$ cat config.mk
export PLATFORM = sky130hd
export DESIGN_NAME = layer_mac_scheduler_flat
export DESIGN_NICKNAME = d
export VERILOG_FILES = /design/src/rtl/layer_mac_scheduler_pkg.sv /design/src/rtl/layer_mac_scheduler_if.sv /design/src/rtl/layer_mac_scheduler_mac_unit.sv /design/src/rtl/layer_mac_scheduler.sv /design/src/flat_wrapper.sv
export SDC_FILE = /design/constraint.sdc
export NUM_CORES = 1
export LEC_CHECK = 0
export CAP_MARGIN = 20
export CORE_MARGIN = 3
export CORE_UTILIZATION = 50
export DETAILED_ROUTE_END_ITERATION = 8
export PLACE_DENSITY = 0.78
export SYNTH_ARGS = -nofsm -noshare
export SYNTH_HDL_FRONTEND = slang
export SYNTH_SLANG_ARGS = --single-unit
$ cat constraint.sdc
create_clock -name clk -period 7 [get_ports clk]
set_input_delay 1.05 -clock clk [delete_from_list [all_inputs] [get_ports clk]]
set_output_delay 1.05 -clock clk [all_outputs]
set_load 0.05 [all_outputs]
$ cat src/rtl/layer_mac_scheduler_pkg.sv
// Shared definitions for the layer MAC scheduler.
//   DW        : datapath width (two's complement, truncating/wrapping arithmetic)
//   state_e   : scheduler FSM states
//   relu()    : clamp negative values to zero
//   rom_base(): first ROM address of a neuron's weight/bias block
package layer_mac_scheduler_pkg;

    localparam int unsigned DW = 16;

    typedef enum logic [2:0] {
        StIdle,
        StFetch,
        StDrain,
        StEmit,
        StDone
    } state_e;

    function automatic logic [DW-1:0] relu(input logic [DW-1:0] x);
        return x[DW-1] ? '0 : x;
    endfunction

    // Each neuron owns N_IN weights followed by one bias word.
    function automatic int unsigned rom_base(input int unsigned n, input int unsigned n_in);
        return n * (n_in + 1);
    endfunction

endpackage

$ cat src/rtl/layer_mac_scheduler_if.sv
// Bundle of the scheduler's control, ROM and result-stream signals.
//   start/a_vec        : layer pass request and activation vector
//   busy/done          : pass status
//   rom_addr/rom_en    : weight/bias read request, rom_data returns one cycle later
//   out_valid/out_ready: result stream handshake carrying out_idx/out_data
// Modport slave is the scheduler side, master is the surrounding system.
interface layer_mac_scheduler_if #(
    parameter int unsigned N_IN  = 15,
    parameter int unsigned N_OUT = 16
) ();
    import layer_mac_scheduler_pkg::*;

    localparam int unsigned AW = $clog2(N_OUT * (N_IN + 1));
    localparam int unsigned IW = (N_OUT > 1) ? $clog2(N_OUT) : 1;

    logic                 start;
    logic [N_IN*DW-1:0]   a_vec;
    logic                 busy;
    logic                 done;
    logic [AW-1:0]        rom_addr;
    logic                 rom_en;
    logic [DW-1:0]        rom_data;
    logic                 out_valid;
    logic                 out_ready;
    logic [IW-1:0]        out_idx;
    logic [DW-1:0]        out_data;

    modport master (
        output start, a_vec, rom_data, out_ready,
        input  busy, done, rom_addr, rom_en, out_valid, out_idx, out_data
    );

    modport slave (
        input  start, a_vec, rom_data, out_ready,
        output busy, done, rom_addr, rom_en, out_valid, out_idx, out_data
    );

endinterface

$ cat src/rtl/layer_mac_scheduler_mac_unit.sv
// Single shared multiply-accumulate unit.
//   clk, reset : clock, asynchronous active-low reset
//   i_clr      : clear accumulator (wins over i_en)
//   i_en       : accumulate i_a * i_w
//   i_a, i_w   : operands
//   o_sum      : accumulator plus current product (value loaded when i_en is high)
// Product and sum are truncated to DW bits and wrap; no saturation.
module layer_mac_scheduler_mac_unit
    import layer_mac_scheduler_pkg::*;
(
    input  logic          clk,
    input  logic          reset,
    input  logic          i_clr,
    input  logic          i_en,
    input  logic [DW-1:0] i_a,
    input  logic [DW-1:0] i_w,
    output logic [DW-1:0] o_sum
);

    logic [DW-1:0] r_acc;
    logic [DW-1:0] w_prod;

    // Evaluated at DW bits, so only the low half of the full product is kept.
    assign w_prod = i_a * i_w;
    assign o_sum  = r_acc + w_prod;

    always_ff @(posedge clk or negedge reset) begin
        if (!reset) begin
            r_acc <= '0;
        end else if (i_clr) begin
            r_acc <= '0;
        end else if (i_en) begin
            r_acc <= o_sum;
        end
    end

endmodule

$ cat src/rtl/layer_mac_scheduler.sv
// Time-multiplexed sequencer for one fully-connected ReLU layer sharing one MAC.
//   clk   : clock, rising edge
//   reset : asynchronous active-low reset
//   bus   : start/a_vec in, busy/done out, ROM read port, result stream (see interface)
// Per neuron: N_IN+1 FETCH cycles (weights then bias), one DRAIN cycle, then EMIT
// until the result is accepted.
module layer_mac_scheduler
    import layer_mac_scheduler_pkg::*;
#(
    parameter int unsigned N_IN  = 15,
    parameter int unsigned N_OUT = 16
) (
    input  logic                   clk,
    input  logic                   reset,
    layer_mac_scheduler_if.slave   bus
);

    localparam int unsigned AW = $clog2(N_OUT * (N_IN + 1));
    localparam int unsigned IW = (N_OUT > 1) ? $clog2(N_OUT) : 1;
    localparam int unsigned JW = $clog2(N_IN + 1);

    state_e           r_state;
    logic [JW-1:0]    r_j;
    logic [IW-1:0]    r_n;
    logic [DW-1:0]    r_a [N_IN];
    logic             r_busy;
    logic             r_done;
    logic             r_rom_en;
    logic [AW-1:0]    r_rom_addr;
    logic             r_out_valid;
    logic [IW-1:0]    r_out_idx;
    logic [DW-1:0]    r_out_data;

    logic             w_last_slot;
    logic             w_last_neuron;
    logic             w_mac_clr;
    logic             w_mac_en;
    logic [DW-1:0]    w_mac_a;
    logic [DW-1:0]    w_sum;
    logic [AW-1:0]    w_next_base;

    assign w_last_slot   = (r_j == JW'(N_IN));
    assign w_last_neuron = (r_n == IW'(N_OUT - 1));
    assign w_next_base   = AW'(rom_base(32'(r_n) + 32'd1, N_IN));

    // rom_data always belongs to the address issued one cycle earlier, so the
    // activation is picked with slot j-1; in DRAIN the bias passes through (a=1).
    assign w_mac_clr = (r_state == StFetch) && (r_j == '0);
    assign w_mac_en  = ((r_state == StFetch) && (r_j != '0)) || (r_state == StDrain);

    always_comb begin
        w_mac_a = '0;
        if (r_state == StDrain) begin
            w_mac_a = DW'(1);
        end else begin
            for (int i = 0; i < N_IN; i++) begin
                if (r_j == JW'(i + 1)) begin
                    w_mac_a = r_a[i];
                end
            end
        end
    end

    layer_mac_scheduler_mac_unit u_mac (
        .clk   (clk),
        .reset (reset),
        .i_clr (w_mac_clr),
        .i_en  (w_mac_en),
        .i_a   (w_mac_a),
        .i_w   (bus.rom_data),
        .o_sum (w_sum)
    );

    always_ff @(posedge clk or negedge reset) begin
        if (!reset) begin
            r_state     <= StIdle;
            r_j         <= '0;
            r_n         <= '0;
            for (int i = 0; i < N_IN; i++) begin
                r_a[i] <= '0;
            end
            r_busy      <= 1'b0;
            r_done      <= 1'b0;
            r_rom_en    <= 1'b0;
            r_rom_addr  <= '0;
            r_out_valid <= 1'b0;
            r_out_idx   <= '0;
            r_out_data  <= '0;
        end else begin
            unique case (r_state)
                StIdle: begin
                    if (bus.start) begin
                        for (int i = 0; i < N_IN; i++) begin
                            r_a[i] <= bus.a_vec[i*DW +: DW];
                        end
                        r_n        <= '0;
                        r_j        <= '0;
                        r_busy     <= 1'b1;
                        r_rom_en   <= 1'b1;
                        r_rom_addr <= '0;
                        r_state    <= StFetch;
                    end
                end
                StFetch: begin
                    if (w_last_slot) begin
                        // rom_addr keeps the bias address while the port is idle.
                        r_rom_en <= 1'b0;
                        r_state  <= StDrain;
                    end else begin
                        r_j        <= r_j + JW'(1);
                        r_rom_addr <= r_rom_addr + AW'(1);
                    end
                end
                StDrain: begin
                    r_out_valid <= 1'b1;
                    r_out_idx   <= r_n;
                    r_out_data  <= relu(w_sum);
                    r_state     <= StEmit;
                end
                StEmit: begin
                    if (bus.out_ready) begin
                        r_out_valid <= 1'b0;
                        if (w_last_neuron) begin
                            r_busy  <= 1'b0;
                            r_done  <= 1'b1;
                            r_state <= StDone;
                        end else begin
                            r_n        <= r_n + IW'(1);
                            r_j        <= '0;
                            r_rom_en   <= 1'b1;
                            r_rom_addr <= w_next_base;
                            r_state    <= StFetch;
                        end
                    end
                end
                StDone: begin
                    r_done  <= 1'b0;
                    r_state <= StIdle;
                end
                default: begin
                    r_state <= StIdle;
                end
            endcase
        end
    end

    assign bus.busy      = r_busy;
    assign bus.done      = r_done;
    assign bus.rom_en    = r_rom_en;
    assign bus.rom_addr  = r_rom_addr;
    assign bus.out_valid = r_out_valid;
    assign bus.out_idx   = r_out_idx;
    assign bus.out_data  = r_out_data;

endmodule

$ cat src/flat_wrapper.sv
// flat-port wrapper written by rule: the top's interface ports become plain ports
module layer_mac_scheduler_flat import layer_mac_scheduler_pkg::*;
#(
    parameter int unsigned N_IN  = 15,
    parameter int unsigned N_OUT = 16
)
  (clk, reset, bus_start, bus_a_vec, bus_rom_data, bus_out_ready, bus_busy, bus_done, bus_rom_addr, bus_rom_en, bus_out_valid, bus_out_idx, bus_out_data);
  layer_mac_scheduler_if #(.N_IN(N_IN), .N_OUT(N_OUT)) bus_i ();
  input  logic clk;
  input  logic reset;
  input wire logic [$bits(bus_i.start)-1:0] bus_start;
  input wire logic [$bits(bus_i.a_vec)-1:0] bus_a_vec;
  input wire logic [$bits(bus_i.rom_data)-1:0] bus_rom_data;
  input wire logic [$bits(bus_i.out_ready)-1:0] bus_out_ready;
  output wire logic [$bits(bus_i.busy)-1:0] bus_busy;
  output wire logic [$bits(bus_i.done)-1:0] bus_done;
  output wire logic [$bits(bus_i.rom_addr)-1:0] bus_rom_addr;
  output wire logic [$bits(bus_i.rom_en)-1:0] bus_rom_en;
  output wire logic [$bits(bus_i.out_valid)-1:0] bus_out_valid;
  output wire logic [$bits(bus_i.out_idx)-1:0] bus_out_idx;
  output wire logic [$bits(bus_i.out_data)-1:0] bus_out_data;
  assign bus_i.start = bus_start;
  assign bus_i.a_vec = bus_a_vec;
  assign bus_i.rom_data = bus_rom_data;
  assign bus_i.out_ready = bus_out_ready;
  assign bus_busy = bus_i.busy;
  assign bus_done = bus_i.done;
  assign bus_rom_addr = bus_i.rom_addr;
  assign bus_rom_en = bus_i.rom_en;
  assign bus_out_valid = bus_i.out_valid;
  assign bus_out_idx = bus_i.out_idx;
  assign bus_out_data = bus_i.out_data;
  layer_mac_scheduler #(.N_IN(N_IN), .N_OUT(N_OUT)) u_core (.clk(clk), .reset(reset), .bus(bus_i));
endmodule
# Yosys cells after proc, flatten, opt, wreduce, memory -nomap -nowiden
# Cells that the tools add are included.
totals:
  out_inout_bits: 32
  regBits: 299
classes:
  n_addsub: 5
  multipliers: 1
  reduce_logical: 19
  muxes: 50
  eq_ne: 26
ops:
  columns: ["cell", "count"]
  rows:
  - ["16-bit two-way mux", 18]
  - ["4-bit equality test, second input constant", 9]
  - ["8-bit two-way mux", 4]
  - ["4-bit two-way mux", 6]
  - ["8-bit one-hot mux with 3 select lines", 1]
  - ["16-bit adder", 1]
  - ["4-bit by 3-bit equality test with 1-bit output, second input constant", 4]
  - ["16-bit by 16-bit multiplier with 16-bit output", 1]
  - ["15-bit two-way mux", 1]
  - ["4-bit by 1-bit adder with 4-bit output, second input constant", 3]
  - ["3-bit two-way mux", 4]
  - ["3-bit one-hot mux with 4 select lines", 1]
  - ["4-bit one-hot mux with 3 select lines", 1]
  - ["5-bit AND reduction", 2]
  - ["1-bit two-way mux", 9]
  - ["8-bit by 1-bit adder with 8-bit output, second input constant", 1]
  - ["4-bit by 2-bit equality test with 1-bit output, second input constant", 2]
  - ["2-bit != test, second input constant", 4]
  - ["4-bit one-hot mux with 2 select lines", 1]
  - ["4-bit AND reduction", 2]
  - ["2-bit nonzero test", 4]
  - ["3-bit by 2-bit equality test with 1-bit output, second input constant", 2]
  - ["1-bit one-hot mux with 2 select lines", 3]
  - ["3-bit AND reduction", 2]
  - ["12 further kinds", 15]

# Depth between registers and ports, before layout
# Gate-level depths: netlist of the first run.
depth:
  depth_word: 21
  ltp_mapped: 37
  depth_no_buf: 31

# By module
# A second synthesis of the first run with hierarchy kept.
hier_totals:
  hier_cells: 1748
  hier_area_um2: 18448.9
by_module_without_submodules:
  columns: ["module", "instances", "cells_per_inst", "seq_area_each_um2", "area_each_um2"]
  rows:
  - ["layer_mac_scheduler", 1, 1153, 7056.8, 13321.5]
  - ["layer_mac_scheduler_mac_unit", 1, 595, 400.4, 5127.4]

# Worst setup path before layout of the first run
# No wires, ideal clock.
synth_path:
  path_kind: "flip-flop to flip-flop"
  start: "reg u_core.r_j[0]"
  end: "reg u_core.r_out_data[10] (netlist: u_core.bus.out_data[10])"
  period_less_slack_ps: 7662
  t_required_ps: 6860
  path_slack_ps: -662
  path_stages_with_launch: 35
  arrival_time_ps: 7522
  setup_time_ps: 140
  path_cell_list: "dfrtp_1 > inv_1 > ha_1 > buf_4 > buf_2 > buf_2 > buf_2 > buf_2 > a221oi_1 > o221ai_1 > a21oi_1 > o22ai_1 > a32oi_1 > o21ai_1 > nor2_1 > fa_1 > inv_1 > fa_1 > inv_1 > fa_1 > fa_1 > inv_1 > fa_1 > fa_1 > xor2_1 > xnor2_1 > xnor2_1 > xnor2_1 > xnor2_1 > xnor3_1 > xnor3_1 > xnor3_2 > xor2_4 > buf_6 > o31ai_2"
synth_between:
  elab_chain_cells: 20
synth_rtl:
  columns: ["element", "line", "source"]
  rows:
  - ["start, declared", "layer_mac_scheduler.sv:23", "logic [JW-1:0] r_j;"]
  - ["start signal, assigned", "layer_mac_scheduler.sv:110", "r_j <= r_j + JW'(1);"]
  - ["4-bit by 1-bit equality test with 1-bit output", "layer_mac_scheduler.sv:57", "if (r_j == JW'(i + 1)) begin"]
  - ["16-bit two-way mux (14 in a row)", "layer_mac_scheduler.sv:57", null]
  - ["16-bit two-way mux (*)", "layer_mac_scheduler.sv:57", null]
  - ["16-bit two-way mux (*)", "layer_mac_scheduler.sv:53", "if (r_state == StDrain) begin"]
  - ["16-bit by 16-bit multiplier with 16-bit output (*)", "layer_mac_scheduler_mac_unit.sv:24", "assign w_prod = i_a * i_w;"]
  - ["16-bit adder (*)", "layer_mac_scheduler_mac_unit.sv:25", "assign o_sum = r_acc + w_prod;"]
  - ["15-bit two-way mux (*)", "layer_mac_scheduler_pkg.sv:19", "return x[DW-1] ? '0 : x;"]
  - ["end signal, assigned", "layer_mac_scheduler.sv:117", "r_out_data <= relu(w_sum);"]
  - ["end, declared", "layer_mac_scheduler.sv:32", "logic [DW-1:0] r_out_data;"]
# Mark *: on every way between the ends. The rest lies on a longest branch, timed or not.
# A chain may end at the register's enable or synchronous reset.

# Worst setup path in the final report of the first run
# Ends and elaborated chain as after synthesis.

==> metrics, run 1 <==
Core Area 36090 um2; Hold Path Class reg -> reg; CP Capture Type register; clock insertion delay at the later pin of the skew report 0.60 ns; Async SR Flop Fraction 100.0%; Final Critical Period 7.339 ns; Post-DP HPWL 47.92 mm; GR Overflow Total 0; clock buffer count from CTS 31; area leader, netlist dfrtp_1; data arrival time of the critical path 7.82 ns; Synth cell types 81; clock tree from TritonCTS yes; syn nets 2180; register area share after synthesis 40.11%; top cells by area, synth dfrtp_1 40%, mux2_2 14%, fa_1 10%; Yosys reg bits 298; RSZ-0062 raised after global routing yes; antenna cell count 0; Syn Std Cell Area 18590 um2; DR WL met2 30.33 mm; Finish-stage setup viols 18; WL per Instance 22.88 um; final RePlAce weighted congestion 0.9382; Vias per Instance 5.721; post-route ant nets 0; Avg Cell Area, Syn 10.52 um2; Fmax 0.1362 GHz; Max Cap Viol 0; slew margin rel. 33.83%; I/O Pins 292; startpoint class of the critical path register; Vias 15.38k; largest net degree at the start of global routing 148; Die W 198.8 um; DR pass1 iterations 6; die height 198.8 um; WL met1 24.59 mm; worst-path fanout max 8; WHS 0.4785 ns; Worst-path clk slew 0.06 ns; number of antenna violations at the first check in global routing 0; number of I/O port buffers 290; clock tree buffer depth 3; Syn Inst Count 1768; share of cells above drive strength 1 28.19%; Initial Util 51.52%; EDFF count, synth 0; die area 39530 um2; Final Hold Fails 0; period utilization 104.8%; top-area cell type share of the netlist area 40.11%; max-slew violation count 0; failing checks negative setup slack; clk sinks 298; total track usage 31.11%; drt first-iter violations 1336; Worst Tran Pin Value 0.9926 ns; status finished, violations left; clk root buf clkbuf_16; DRC viols 0; Final WS setup -0.3395 ns; Nets 2616; routed wire length 61.52 mm; number of global-route vias before repair 16.45k; area delta synth->final 34.54%; Clock Skew 0.02487 ns; metal3 WL 4.019 mm; Yosys warnings 0; first-pass GRT wire length 94.41 mm; H-tree depth 1; max layer used met4; row cnt 69; Critical Path RT 7.48 ns; Setup CP Type reg -> reg; Main synth FF type dfrtp_1
-- routing by layer --
metal | global-route usage, % | up-vias
met4 | 11.27 | 0
met5 | 0 | -
met1 | 40.76 | 7722
li1 | - | 6870
met2 | 53.00 | 652
met3 | 4.505 | 140
-- through the flow --
step / util [%] / cell area, um2 / cells / setup slack, ns / TNS, ns
global route: 69.31 / 25010 / 2689 / -0.5949 / -9.853
detailed placement: 64.17 / 23160 / 2599 / -0.7358 / -11.81
global placement: 64.17 / 23160 / 2599 / -0.5908 / -9.392
floorplan: - / 18660 / 1768 / -0.1156 / -1.171
CTS: 68.28 / 24640 / 2673 / -0.2739 / -3.991
finish: 69.31 / 25010 / 2689 / -0.3395 / -4.934
-- worst paths after layout --
| kind | start | end | slack, ns | cells after the start |
|---|---|---|---|---|
| worst min register to register | u_core.bus.out_idx[0] | u_core.bus.out_idx[0] | 0.48 | 2 |
| min in group asynchronous | reset | u_core.bus.out_idx[1] | 0.55 | 1 |
| worst max register to register | u_core.r_j[0] | u_core.bus.out_data[10] | -0.34 | 27 |
| worst min-delay path | u_core.bus.out_idx[0] | u_core.bus.out_idx[0] | 0.48 | 2 |
| max in group asynchronous | reset | u_core.r_a[203] | 4.90 | 2 |
| worst max-delay path | u_core.r_j[0] | u_core.bus.out_data[10] | -0.34 | 27 |
-- critical path, stage by stage (launching register included) --
cell and delay [ns]:
dfrtp_2 0.47, buf_6 0.14, ha_4 0.20, buf_12 0.15, nor2_4 0.28, o211ai_1 0.14
a31o_2 0.24, a211oi_4 0.37, buf_6 0.18, nor3_2 0.05, fa_1 0.50, inv_2 0.04
fa_2 0.48, fa_1 0.58, fa_2 0.45, fa_2 0.40, fa_2 0.38, xor2_2 0.16
xnor2_1 0.18, xnor2_1 0.15, xnor2_1 0.15, xnor2_1 0.14, xnor3_1 0.24, xnor3_1 0.23
xnor3_2 0.30, xor2_4 0.20, clkbuf_16 0.19, o31ai_2 0.21
-- synth_stat cells, types with 11 or more instances --
library cell and n:
ha_1 58, a21oi_1 74, nor2_1 63, o211ai_1 14, nor3_1 17, buf_2 42, nand3_1 15, fa_1 94
and2_1 60, xnor2_1 24, inv_1 193, nand2_1 194, mux2_2 235, nand2b_1 12, a31oi_1 16, o22ai_1 11
nor2b_1 12, dfrtp_1 298, clkbuf_1 55, o21ai_0 78
-- registers in the layout (all words and copies together) (netlist names), 3 cells and up --
signal and count:
u_core.bus.rom_addr 8, u_core.bus.out_idx 4, u_core.r_j 4, u_core.u_mac.r_acc 16
u_core.bus.out_data 15, u_core.r_a 240, u_core.r_state 3, u_core.r_n 4
-- layout make-up --
class,instances,area (um2)
fillers,2657,11070
inverters,198,763.2
multi-input cells,1165,10300
clock inverters,16,188.9
flip-flops and latches,298,7460
well taps,461,576.8
clock buffers,41,893.4
repair buffers,510,4830
-- layout by cell type, fill, tap and decap left out, types with 8 or more instances in the layout --
| master | n |
|---|---|
| nand2b_1 | 12 |
| inv_1 | 186 |
| fa_1 | 84 |
| a21o_1 | 8 |
| a21oi_2 | 12 |
| a22oi_1 | 9 |
| and2_1 | 58 |
| o21ai_0 | 71 |
| clkdlybuf4s50_1 | 289 |
| a21oi_1 | 62 |
| nand2_1 | 191 |
| nor3_1 | 15 |
| inv_2 | 9 |
| clkbuf_16 | 33 |
| nor2_1 | 57 |
| mux2_2 | 235 |
| fa_2 | 10 |
| nand3b_1 | 8 |
| buf_6 | 14 |
| xnor2_1 | 24 |
| dfrtp_1 | 296 |
| nor2b_1 | 12 |
| buf_12 | 13 |
| o211ai_1 | 14 |
| a31oi_1 | 14 |
| o31ai_2 | 11 |
| clkbuf_8 | 8 |
| buf_4 | 190 |
| nand3_1 | 15 |
| xor2_1 | 8 |
| o21ai_1 | 8 |
| o21ai_2 | 8 |
| o22ai_1 | 11 |
| ha_1 | 54 |
-- what timing repair did --
item | in CTS | in global routing
pin swaps | 17 | 36
hold buffers | 0 | 0
gates cloned | 1 | 2
setup buffers | 16 | 16
endpoints found under the setup margin | 19 | 19
resized for setup | 54 | 61
-- cell families (layout without fill, tap and decap cells) --
kind of cell | Yosys count | count (layout) | synth area share (%)
muxes | 240 | 240 | 14.64
other | 1 | 1 | 0.02017
DFF | 298 | 298 | 40.11
AOI/OAI and AO/OA | 328 | 328 | 11.93
xor gates and xnor gates | 41 | 41 | 2.578
adders and majority gates | 152 | 152 | 14.03
and+or+nand+nor | 403 | 403 | 10.03
buffers and inverters | 305 | 765 | 6.663
Power of run 1 is not shown: default switching activity piles up to over one toggle a cycle in this logic, so the estimate is an artifact.
==> run 2, diff against run 1 <==
Settings changed: CORE_ASPECT_RATIO set to 0.75.
==> run 2 against run 1 <==
  * The run still ends with negative setup slack left
  * Utilization decreased by 0.39 points
  * Worst setup slack lost 0.029 ns
  * Via count up 2.0%
  * Clock skew down 0.0031 ns
  * Clock-buffer cell count decreased by 4
  * Sequential share of layout area is essentially flat
  * Maximum frequency shrank 0.39%
==> metrics, run 2 (same netlist as run 1, synthesis figures left out) <==
status finished, violations left; die height 173.0 um (-13%); Max Cap Viol 0 (unchanged); DR pass1 iterations 5 (-1); DP Area 23400 um2 (+1.1%); leading cell types in the layout, fill and taps excluded 296 x dfrtp_1, 289 x clkdlybuf4s50_1, 235 x mux2_2, 199 x buf_4, 193 x nand2_1; slew margin rel. 28.74% (-5.1 points); reg-to-reg slack, setup -0.37 ns (-0.03 ns); Worst Tran Pin Value 1.069 ns (+0.07627 ns); total track usage 31.97% (+0.86 points); data arrival time of the critical path 7.85 ns (+0.03 ns); max FFs per register 240 (unchanged); drt first-iter violations 1761 (+32%); area of the multi-input gates 10300 um2 (about the same); Fmax 0.1357 GHz (-0.39%); DRC viols 0 (unchanged); post-route ant nets 0 (unchanged); share of cells above drive strength 1 27.82% (-0.37 points); Critical Path RT 7.48 ns (about the same); clock insertion delay at the later pin of the skew report 0.58 ns (-0.02 ns); failing checks negative setup slack; worst path bufs/invs 8 (+3); Crit path max-delay family adder cells; Worst path max stage delay 0.55 ns (-0.03 ns); Largest Register u_core.r_a; largest net degree at the start of global routing 171 (+16%); final instance area 24990 um2 (about the same); Finish-stage setup viols 18 (unchanged); Setup Slack @ Placement -0.5559 ns (+0.1799 ns); clock tree from TritonCTS yes; worst-path fanout max 15 (+7); Vias per Instance 5.756 (+0.61%); Hold Path Class in -> async; GR Overflow Total 0 (unchanged); clock buffer count from CTS 30 (-3.2%); Initial Util 51.27% (-0.25 points); antenna cell count 0 (unchanged); Setup CP Type reg -> reg; row cnt 60 (-13%); Vias 15.69k (+2.0%); WHS 0.4568 ns (-0.02171 ns); Final Critical Period 7.368 ns (+0.02881 ns); Final Hold Fails 0 (unchanged); clk root buf clkbuf_16; routed wire length 63.98 mm (+4.0%); RSZ-0062 raised after global routing yes; I/O Pins 292 (unchanged); Clock Skew 0.02172 ns (-0.003146 ns); clock tree buffer depth 3 (unchanged); final RePlAce weighted congestion 0.9893 (+5.4%); placed insts 2657 (+2.2%); Crit-path slowest cell fa_1; die area 39560 um2 (about the same); number of I/O port buffers 290 (unchanged); number of global-route vias before repair 15.94k (-3.1%); Core Area 36260 um2 (+0.48%); fin cells 2725 (+1.3%); clk sinks 298 (unchanged); Die W 228.7 um (+15%); number of antenna violations at the first check in global routing 0 (unchanged); area delta synth->final 34.43% (about the same); Worst R2R Path Depth 33 (+22%); Post-DP HPWL 49.67 mm (+3.7%); H-tree depth 1 (unchanged); max-slew violation count 0 (unchanged); hold_buf cts 0 (unchanged); commonest non-fill, non-tap cell in the layout dfrtp_1; startpoint class of the critical path register; Final WS setup -0.3683 ns (-0.02881 ns); r2r endpoint u_core.bus.out_data[1]; Critical R2R Launch u_core.r_j[1]; Worst-path clk slew 0.08 ns (+0.02 ns); first-pass GRT wire length 97.45 mm (+3.2%); CP Capture Type register; Nets 2617 (+0.038%); period utilization 105.3% (+0.41 points); register area 7460 um2 (unchanged); WL per Instance 23.48 um (+2.6%); # fillers 2694 (+1.4%)
-- run 2: cell type report --
type | count | share of cell area, %
Timing Repair Buffer | 512 | 19.18
Clock inverter | 19 | 0.9912
Inverter | 198 | 2.974
Clock buffer | 37 | 3.314
Tap cell | 496 | 2.483
Multi-Input combinational cell | 1165 | 41.21
Sequential cell | 298 | 29.85
-- run 2: worst max-delay path by stage --
stage / startpoint / endpoint / cells after the start
after floorplan: u_core.r_j[0] / u_core.bus.out_data[10] / 33
after global placement: u_core.r_j[0] / u_core.bus.out_data[1] / 28
after CTS: u_core.r_j[1] / u_core.bus.out_data[2] / 32
final: u_core.r_j[1] / u_core.bus.out_data[1] / 33
after global routing: u_core.r_j[1] / u_core.bus.out_data[7] / 30
after detailed placement: u_core.r_j[0] / u_core.bus.out_data[2] / 28
-- run 2: per-stage QoR --
stage,TNS [ns],util (%)
CTS,-5.085,68.50
global placement,-8.041,64.54
global route,-10.87,68.93
detailed placement,-8.681,64.54
finish,-5.572,68.93
floorplan,-1.171,-
-- run 2: timing repair --
item,4_1_cts,5_1_grt
buffers inserted,9,2
pin swaps,24,26
cloned,1,0
setup endpoints to repair,20,21
resized for setup,65,28
hold endpoints to repair,0,0
-- run 2: per-layer routing --
layer	wire length, um	track usage, %
met1	28340	48.51
met3	6253	6.308
met5	0	0
met4	1507	6.861
met2	27880	47.67
-- run 2: worst reg2reg max path: cells and delay by family, from the launching register on --
family	cells	cell delay (ns)
AO/OA/AOI/OAI	7	1.26
flip-flops	1	0.43
buffers and inverters	8	0.82
XOR/XNOR	9	1.72
adder cells (fa/ha/maj)	7	2.92
AND/OR/NAND/NOR	2	0.09
Power of run 2 is left out for the same reason.
